==> src/rtl/pulse_gen_multi.sv <==
// Multi-channel pulse/burst generator.
// Each channel latches delay/width/period/count on a start rising edge and then
// runs DELAY -> HIGH -> LOW -> HIGH ... -> IDLE. A count of zero means the channel
// runs continuously until it is aborted. All outputs are registered.
module pulse_gen_multi #(
    parameter int NUM_CH = 4,
    parameter int CNT_W  = 32,
    parameter int REP_W  = 16
) (
    input  logic                    clk_clk,
    input  logic                    reset_reset_n,
    input  logic [NUM_CH-1:0]       start,
    input  logic [NUM_CH-1:0]       abort,
    input  logic [NUM_CH*CNT_W-1:0] cfg_delay,
    input  logic [NUM_CH*CNT_W-1:0] cfg_width,
    input  logic [NUM_CH*CNT_W-1:0] cfg_period,
    input  logic [NUM_CH*REP_W-1:0] cfg_count,
    output logic [NUM_CH-1:0]       pulse_out,
    output logic [NUM_CH-1:0]       busy,
    output logic [NUM_CH-1:0]       done
);

    typedef enum logic [1:0] {
        ST_IDLE  = 2'd0,
        ST_DELAY = 2'd1,
        ST_HIGH  = 2'd2,
        ST_LOW   = 2'd3
    } state_t;

    localparam logic [CNT_W-1:0] CNT_ZERO = {CNT_W{1'b0}};
    localparam logic [CNT_W-1:0] CNT_ONE  = {{(CNT_W-1){1'b0}}, 1'b1};
    localparam logic [REP_W-1:0] REP_ZERO = {REP_W{1'b0}};
    localparam logic [REP_W-1:0] REP_ONE  = {{(REP_W-1){1'b0}}, 1'b1};

    // Pulses-remaining counter never wraps below zero.
    function automatic logic [REP_W-1:0] sat_dec(input logic [REP_W-1:0] v);
        if (v == REP_ZERO) begin
            return REP_ZERO;
        end else begin
            return v - REP_ONE;
        end
    endfunction

    logic [NUM_CH-1:0] start_q;

    // Start edge detector; resets to all-ones so a start held through reset cannot fire.
    always_ff @(posedge clk_clk) begin
        if (!reset_reset_n) begin
            start_q <= {NUM_CH{1'b1}};
        end else begin
            start_q <= start;
        end
    end

    for (genvar i = 0; i < NUM_CH; i++) begin : g_ch
        state_t           state_q;
        logic [CNT_W-1:0] cnt_q;
        logic [CNT_W-1:0] high_len_q;
        logic [CNT_W-1:0] low_len_q;
        logic [REP_W-1:0] rem_q;
        logic             cont_q;
        logic             pulse_q;
        logic             busy_q;
        logic             done_q;

        logic [CNT_W-1:0] delay_s;
        logic [CNT_W-1:0] width_raw_s;
        logic [CNT_W-1:0] period_raw_s;
        logic [CNT_W-1:0] width_s;
        logic [CNT_W-1:0] low_s;
        logic [REP_W-1:0] count_s;
        logic             trig_s;

        // Slice this channel's config, apply clamps (width>=1, low phase>=1) and detect a trigger.
        always_comb begin
            delay_s      = cfg_delay[i*CNT_W +: CNT_W];
            width_raw_s  = cfg_width[i*CNT_W +: CNT_W];
            period_raw_s = cfg_period[i*CNT_W +: CNT_W];
            count_s      = cfg_count[i*REP_W +: REP_W];
            if (width_raw_s == CNT_ZERO) begin
                width_s = CNT_ONE;
            end else begin
                width_s = width_raw_s;
            end
            // Low time is computed directly so a maximal width cannot overflow width+1.
            if (period_raw_s <= width_s) begin
                low_s = CNT_ONE;
            end else begin
                low_s = period_raw_s - width_s;
            end
            trig_s = start[i] & ~start_q[i] & ~abort[i] & (state_q == ST_IDLE);
        end

        // Channel FSM with registered pulse/busy/done outputs; abort overrides everything.
        always_ff @(posedge clk_clk) begin
            if (!reset_reset_n) begin
                state_q    <= ST_IDLE;
                cnt_q      <= CNT_ZERO;
                high_len_q <= CNT_ZERO;
                low_len_q  <= CNT_ZERO;
                rem_q      <= REP_ZERO;
                cont_q     <= 1'b0;
                pulse_q    <= 1'b0;
                busy_q     <= 1'b0;
                done_q     <= 1'b0;
            end else begin
                done_q <= 1'b0;
                if (abort[i]) begin
                    state_q <= ST_IDLE;
                    cnt_q   <= CNT_ZERO;
                    pulse_q <= 1'b0;
                    busy_q  <= 1'b0;
                end else begin
                    case (state_q)
                        ST_IDLE: begin
                            if (trig_s) begin
                                high_len_q <= width_s;
                                low_len_q  <= low_s;
                                cont_q     <= (count_s == REP_ZERO);
                                busy_q     <= 1'b1;
                                if (delay_s != CNT_ZERO) begin
                                    state_q <= ST_DELAY;
                                    cnt_q   <= delay_s - CNT_ONE;
                                    rem_q   <= count_s;
                                    pulse_q <= 1'b0;
                                end else begin
                                    state_q <= ST_HIGH;
                                    cnt_q   <= width_s - CNT_ONE;
                                    rem_q   <= sat_dec(count_s);
                                    pulse_q <= 1'b1;
                                end
                            end else begin
                                pulse_q <= 1'b0;
                                busy_q  <= 1'b0;
                            end
                        end
                        ST_DELAY: begin
                            if (cnt_q == CNT_ZERO) begin
                                state_q <= ST_HIGH;
                                cnt_q   <= high_len_q - CNT_ONE;
                                rem_q   <= sat_dec(rem_q);
                                pulse_q <= 1'b1;
                            end else begin
                                cnt_q <= cnt_q - CNT_ONE;
                            end
                        end
                        ST_HIGH: begin
                            if (cnt_q == CNT_ZERO) begin
                                pulse_q <= 1'b0;
                                if (!cont_q && (rem_q == REP_ZERO)) begin
                                    // Final pulse: no trailing low phase.
                                    state_q <= ST_IDLE;
                                    busy_q  <= 1'b0;
                                    done_q  <= 1'b1;
                                end else begin
                                    state_q <= ST_LOW;
                                    cnt_q   <= low_len_q - CNT_ONE;
                                end
                            end else begin
                                cnt_q <= cnt_q - CNT_ONE;
                            end
                        end
                        ST_LOW: begin
                            if (cnt_q == CNT_ZERO) begin
                                state_q <= ST_HIGH;
                                cnt_q   <= high_len_q - CNT_ONE;
                                rem_q   <= sat_dec(rem_q);
                                pulse_q <= 1'b1;
                            end else begin
                                cnt_q <= cnt_q - CNT_ONE;
                            end
                        end
                        default: begin
                            state_q <= ST_IDLE;
                            cnt_q   <= CNT_ZERO;
                            pulse_q <= 1'b0;
                            busy_q  <= 1'b0;
                        end
                    endcase
                end
            end
        end

        assign pulse_out[i] = pulse_q;
        assign busy[i]      = busy_q;
        assign done[i]      = done_q;
    end

endmodule

==> config.mk <==
export PLATFORM = sky130hd
export DESIGN_NAME = pulse_gen_multi
export DESIGN_NICKNAME = d
export VERILOG_FILES = /design/src/rtl/pulse_gen_multi.sv
export SDC_FILE = /design/constraint.sdc
export NUM_CORES = 2
export LEC_CHECK = 0
export ABC_AREA = 1
export ABC_CLOCK_PERIOD_IN_PS = 4300
export CAP_MARGIN = 15
export CORE_MARGIN = 4
export CORE_UTILIZATION = 50
export CTS_CLUSTER_DIAMETER = 60
export CTS_CLUSTER_SIZE = 40
export DETAILED_ROUTE_END_ITERATION = 6
export PLACE_DENSITY_LB_ADDON = 0.1
export SLEW_MARGIN = 20
export SYNTH_ARGS = -nofsm -noshare
export SYNTH_HDL_FRONTEND = slang
export SYNTH_SLANG_ARGS = --single-unit
==> constraint.sdc <==
create_clock -name clk_clk -period 4.3 [get_ports clk_clk]
set_clock_uncertainty 0.2 [all_clocks]
set_input_delay 0.43 -clock clk_clk [delete_from_list [all_inputs] [get_ports clk_clk]]
set_output_delay 0.43 -clock clk_clk [all_outputs]
set_load 0.03 [all_outputs]
# Word level (Yosys, flattened, before mapping)
# Cells that the tools add are included.
# totals
reg_bits	476
latch_bits	0
ramBits	0
rom_bits	0
in_bits	458
output_inout_bits	12
elab_cells	330
mem_count	0
# op_classes
add_sub_neg	32
n_mul	0
div_mod_pow	0
magnitude_cmp	4
eq_ne	32
n_shift	0
mux	120
n_bitwise	29
reduce_logical	76
# ops
op	n
32-bit 2-to-1 mux	28
32-bit by 1-bit subtractor with 32-bit output (second input constant)	20
32-bit one-hot mux with 3 select lines	4
16-bit 2-to-1 mux	20
32-bit zero test	8
32-bit <= comparator	4
16-bit zero test	8
16-bit one-hot mux with 2 select lines	4
32-bit nonzero test	4
16-bit by 1-bit subtractor with 16-bit output (second input constant)	8
32-bit subtractor	4
2-bit 2-to-1 mux	20
3-bit AND reduction	12
1-bit 2-to-1 mux	32
2-bit != test (second input constant)	12
2-bit one-hot mux with 3 select lines	4
1-bit inverter	17
2-bit == test (second input constant)	8
2-bit AND reduction	8
4-bit AND reduction	4
2-bit nonzero test	8
2-bit OR reduction	8
4-bit OR reduction	4
1-bit AND	12
other kinds (8)	32

# Depth between registers and ports, before layout
# logic_depth
ltp_word	6
ltp_mapped	22
ltp_nobuf	22

# Least setup slack after synthesis
# OpenSTA, ideal clock, no wires.
# synth_timing
path_kind	input-to-reg
startpoint	in cfg_width[42]
endpoint	reg g_ch[1].low_len_q[8]
setup_ns	0.132
arrival_ns	2.885
required_time_ns	3.968
path_slack_ns	1.083
stages	21
path_buffers	1
cell_sequence	inv_1 -> nand4_1 -> nor2_1 -> nand2_1 -> o21ai_0 -> ha_1 -> fa_1 -> inv_1 -> nand3_1 -> nand2_1 -> a21oi_1 -> o21bai_1 -> nand3_1 -> nand2_1 -> nand2_1 -> nand2_1 -> nand3_1 -> clkinv_1 -> buf_4 -> nand2_1 -> a21oi_1
# synth_between
elab_chain_len	4
elab_cells_between_ends	5
cone_classes	1 x add/sub; 1 x order compare; 2 x mux; 1 x reduce/logical
# synth_rtl
element	line	rtl
start: declaration	15	input logic [NUM_CH*CNT_W-1:0] cfg_width,
32-bit zero test *	80	if (width_raw_s == CNT_ZERO) begin
32-bit 2-to-1 mux *	80	
net g_ch[1].width_s[0]	69	logic [CNT_W-1:0] width_s;
32-bit subtractor or 32-bit <= comparator (tied branches)	89, 86	
32-bit 2-to-1 mux *	86	if (period_raw_s <= width_s) begin
end signal: assignment	118	low_len_q <= low_s;
end: declaration	59	logic [CNT_W-1:0] low_len_q;
# The timed path passes the listed nets; every way through them passes the cells marked *.
# A chain may end at the register's enable or synchronous reset.

# Worst setup path after layout
# layout_timing
startpoint	in cfg_width[43]
endpoint	reg g_ch[1].low_len_q[14]
# The elaborated chain is that of the path after synthesis.

==> flow_summary.toml <==
[status]
status = "finished clean"

[setup_path]
path_class = "input pin to flop"
crit_required_ps = 4580
crit_fanout = 19
reg2reg_slack_ps = 770
critPathCapture = "g_ch[1].low_len_q[14]"
r2r_cells = 10
end_kind = "flop"
r2r-start = "g_ch[3].rem_q[0]"
crit-reg2reg-capture = "g_ch[3].done_q"
start_kind = "input pin"
critical_path.startpoint = "cfg_width[43]"
crit_arrival_ps = 4050

[yosys]
syn-instance-count = 8087
synth.yosys.seq_area_share = 0.205
post_synth_instance_area_um2 = 46400
syn_nets = 8717
async_flop_share = 0
avgSynthCellArea_um2 = 5.74
synth_area_leader_cell = "dfxtp_1"
yosysUniqueCellTypes = 65
synth_flop_cell = "dfxtp_1"
ys_warn_count = 0
synth.most_common_cell = "nand2_1"
ys_top_cells_by_area = "dfxtp_1, nand2_1, nor2_1"
ys_ff_latch = 476
synth_enable_flop_cells = 0
netlist.area_leader.share = 0.205
synthTopCellsByCount = "nand2_1, nor2_1, a21oi_1, inv_1, o21ai_0"

[placed_design]
placed_area_um2 = 52400
numPortBuffers = 469
place_hpwl_mm = 171
dp_cells = 9673
place_congestion = 1.05

[timing]
max_slew_margin = 0.267
worst_pin_slew_ps = 1100
tns_ps = 0
rsz0062_at_grt = "no"
setup_viol = 0
period_share = 0.876
fmax_mhz = 266
drv_slew = 0
finalHoldViolations = 0
min_period_ps = 3770

[floorplan]
dieArea_um2 = 97700
core-area_um2 = 91800
die_x_um = 313
die_h_um = 313
placementRows = 111
initial_core_util = 0.505
ios = 470

[clocking]
htreeDepth = 2
cts_tree = "built"
ctsResizeCount = 0
insertion_delay_ps = 640
cts.sinks = 476
cts-root-buf = "clkbuf_16"
cts_buffers = 55
cts_hold_buffers = 0
clk_path_buf_depth = 3
cts_setup_buffers = 0
clk_pin_slew_worst_paths_ps = 60

[routing]
detail-route-antenna-nets = 0
drt_iter0_drc = 7755
wl_mm = 208
avgViaCountPerCell = 5.90
drc = 0
avgRoutedWirePerCell_um = 21.3
dr.pass1.iters = 7
vias = 57700

[global_route]
overflow = 0
grt_pass1_wl_mm = 309
antenna_found_initial = 14
grt_util_all_layers = 0.401
grt_pass1_vias = 52000
grt_max_degree = 95

[layout]
nets = 9117
design_area_um2 = 54400
finish.utilization = 0.593
finalNonFillerCells = 9787
drive_gt1_frac = 0.0456
fillers = 9367
area_delta_synth_final_pct = 17.2

[power]
p_leak_nw = 25.5
cellPowerDensity_nw_per_um2 = 301
peakVddDrop_uv = 273

[run]
max_cap_viol_count = 0

[hold_path]
hold_class = "input pin to flop"
-- metal layers --
layer / track usage / share of wire / vias to the layer above
li1: - / - / 27500
met4: 0.202 / 0.060 / 12
met5: 0 / 0.00041 / -
met1: 0.529 / 0.40 / 26400
met3: 0.0928 / 0.11 / 574
met2: 0.615 / 0.42 / 3170
-- logic make-up after synthesis --
group | Yosys count | share of synthesized area
compound gates | 1844 | 0.211
xor+xnor | 340 | 0.0642
fa+ha+maj | 172 | 0.0470
buf+inv | 1067 | 0.0910
flops | 476 | 0.205
simple gates | 4188 | 0.381
-- through the flow --
| stage | power [mW] | hold WS [ps] | worst slack (ps) |
|---|---|---|---|
| final | 16.4 | 69.1 | 534 |
| after global routing | 17.1 | 79.0 | 215 |
| after CTS | 16.2 | 46.1 | 703 |
| after detailed placement | 11.1 | 260 | 51.1 |
| after global placement | 11.1 | 251 | 116 |
| after floorplan | 8.81 | 240 | 1080 |
-- placed cells by master (no fill, tap or decap), types with 21 or more instances in the layout --
cell type and instances:
nor2_2 55, nor2_1 1303, o22ai_1 27, buf_4 117
nand2_2 22, nand4_1 111, a21o_1 38, xnor2_1 114
a21oi_1 861, nand2_1 1852, o21bai_1 27, or2_2 38
xor2_1 226, a31oi_1 45, o21ai_1 21, inv_1 804
clkdlybuf4s50_1 468, ha_1 168, o21a_1 21, clkbuf_16 56
nand3b_1 40, o21ai_0 718, nor4_1 39, nor3_1 122
o211ai_1 24, dfxtp_1 476, nand3_1 547
-- critical path: stages --
cell             delay (ps)
clkdlybuf4s50_1         460
inv_1                   170
nand4_1                 110
nor2_1                  260
nand2_1                  80
o21ai_0                 330
ha_1                    260
fa_1                    220
inv_1                    50
nand3_1                  60
nand2_1                  80
a21oi_1                 200
o21bai_1                140
nand3_1                  90
nand2_1                 110
nand2_1                  80
nand2_1                  50
nand3_1                  90
clkinv_1                440
o21ai_0                 250
a21oi_1                 100
-- worst min-delay path by stage --
| stage | start | endpoint | slack, ps | cells past startpoint |
|---|---|---|---|---|
| 2_1_floorplan | g_ch[2].busy_q | g_ch[2].busy_q | 240 | 2 |
| 3_3_place_gp | g_ch[0].busy_q | g_ch[0].busy_q | 250 | 2 |
| 3_5_place_dp | g_ch[0].busy_q | g_ch[0].busy_q | 260 | 2 |
| 4_1_cts | reset_reset_n | g_ch[2].rem_q[11] | 50 | 3 |
| 5_1_grt | reset_reset_n | g_ch[2].rem_q[12] | 80 | 3 |
| 6_report | reset_reset_n | g_ch[2].rem_q[11] | 70 | 3 |
-- sequential cells by signal, indices dropped and copies added, names as in the netlist --
signal and count:
g_ch.cnt_q 128, g_ch.high_len_q 128, g_ch.low_len_q 128, g_ch.rem_q 64
g_ch.state_q 8, g_ch.busy_q 4, g_ch.cont_q 4, g_ch.done_q 4
g_ch.pulse_q 4, start_q 4
-- area by class of cell --
cell class | instances | area (µm²) | share of cell area
Antenna cell | 11 | 27.5 | 0.000506
Timing Repair Buffer | 585 | 5560 | 0.102
Multi-Input combinational cell | 6544 | 32700 | 0.601
Tap cell | 1243 | 1560 | 0.0286
Clock buffer | 63 | 1440 | 0.0264
Clock inverter | 40 | 515 | 0.00948
Sequential cell | 476 | 9530 | 0.175
Inverter | 825 | 3100 | 0.0570
-- report_power, final --
part	internal [mW]	total, mW	switching (mW)
clock	2.78	5.12	2.34
combinational	2.19	6.52	4.34
sequential	4.54	4.73	0.183
total	9.51	16.4	6.86
Note: power is estimated with default switching activity, not from simulation.
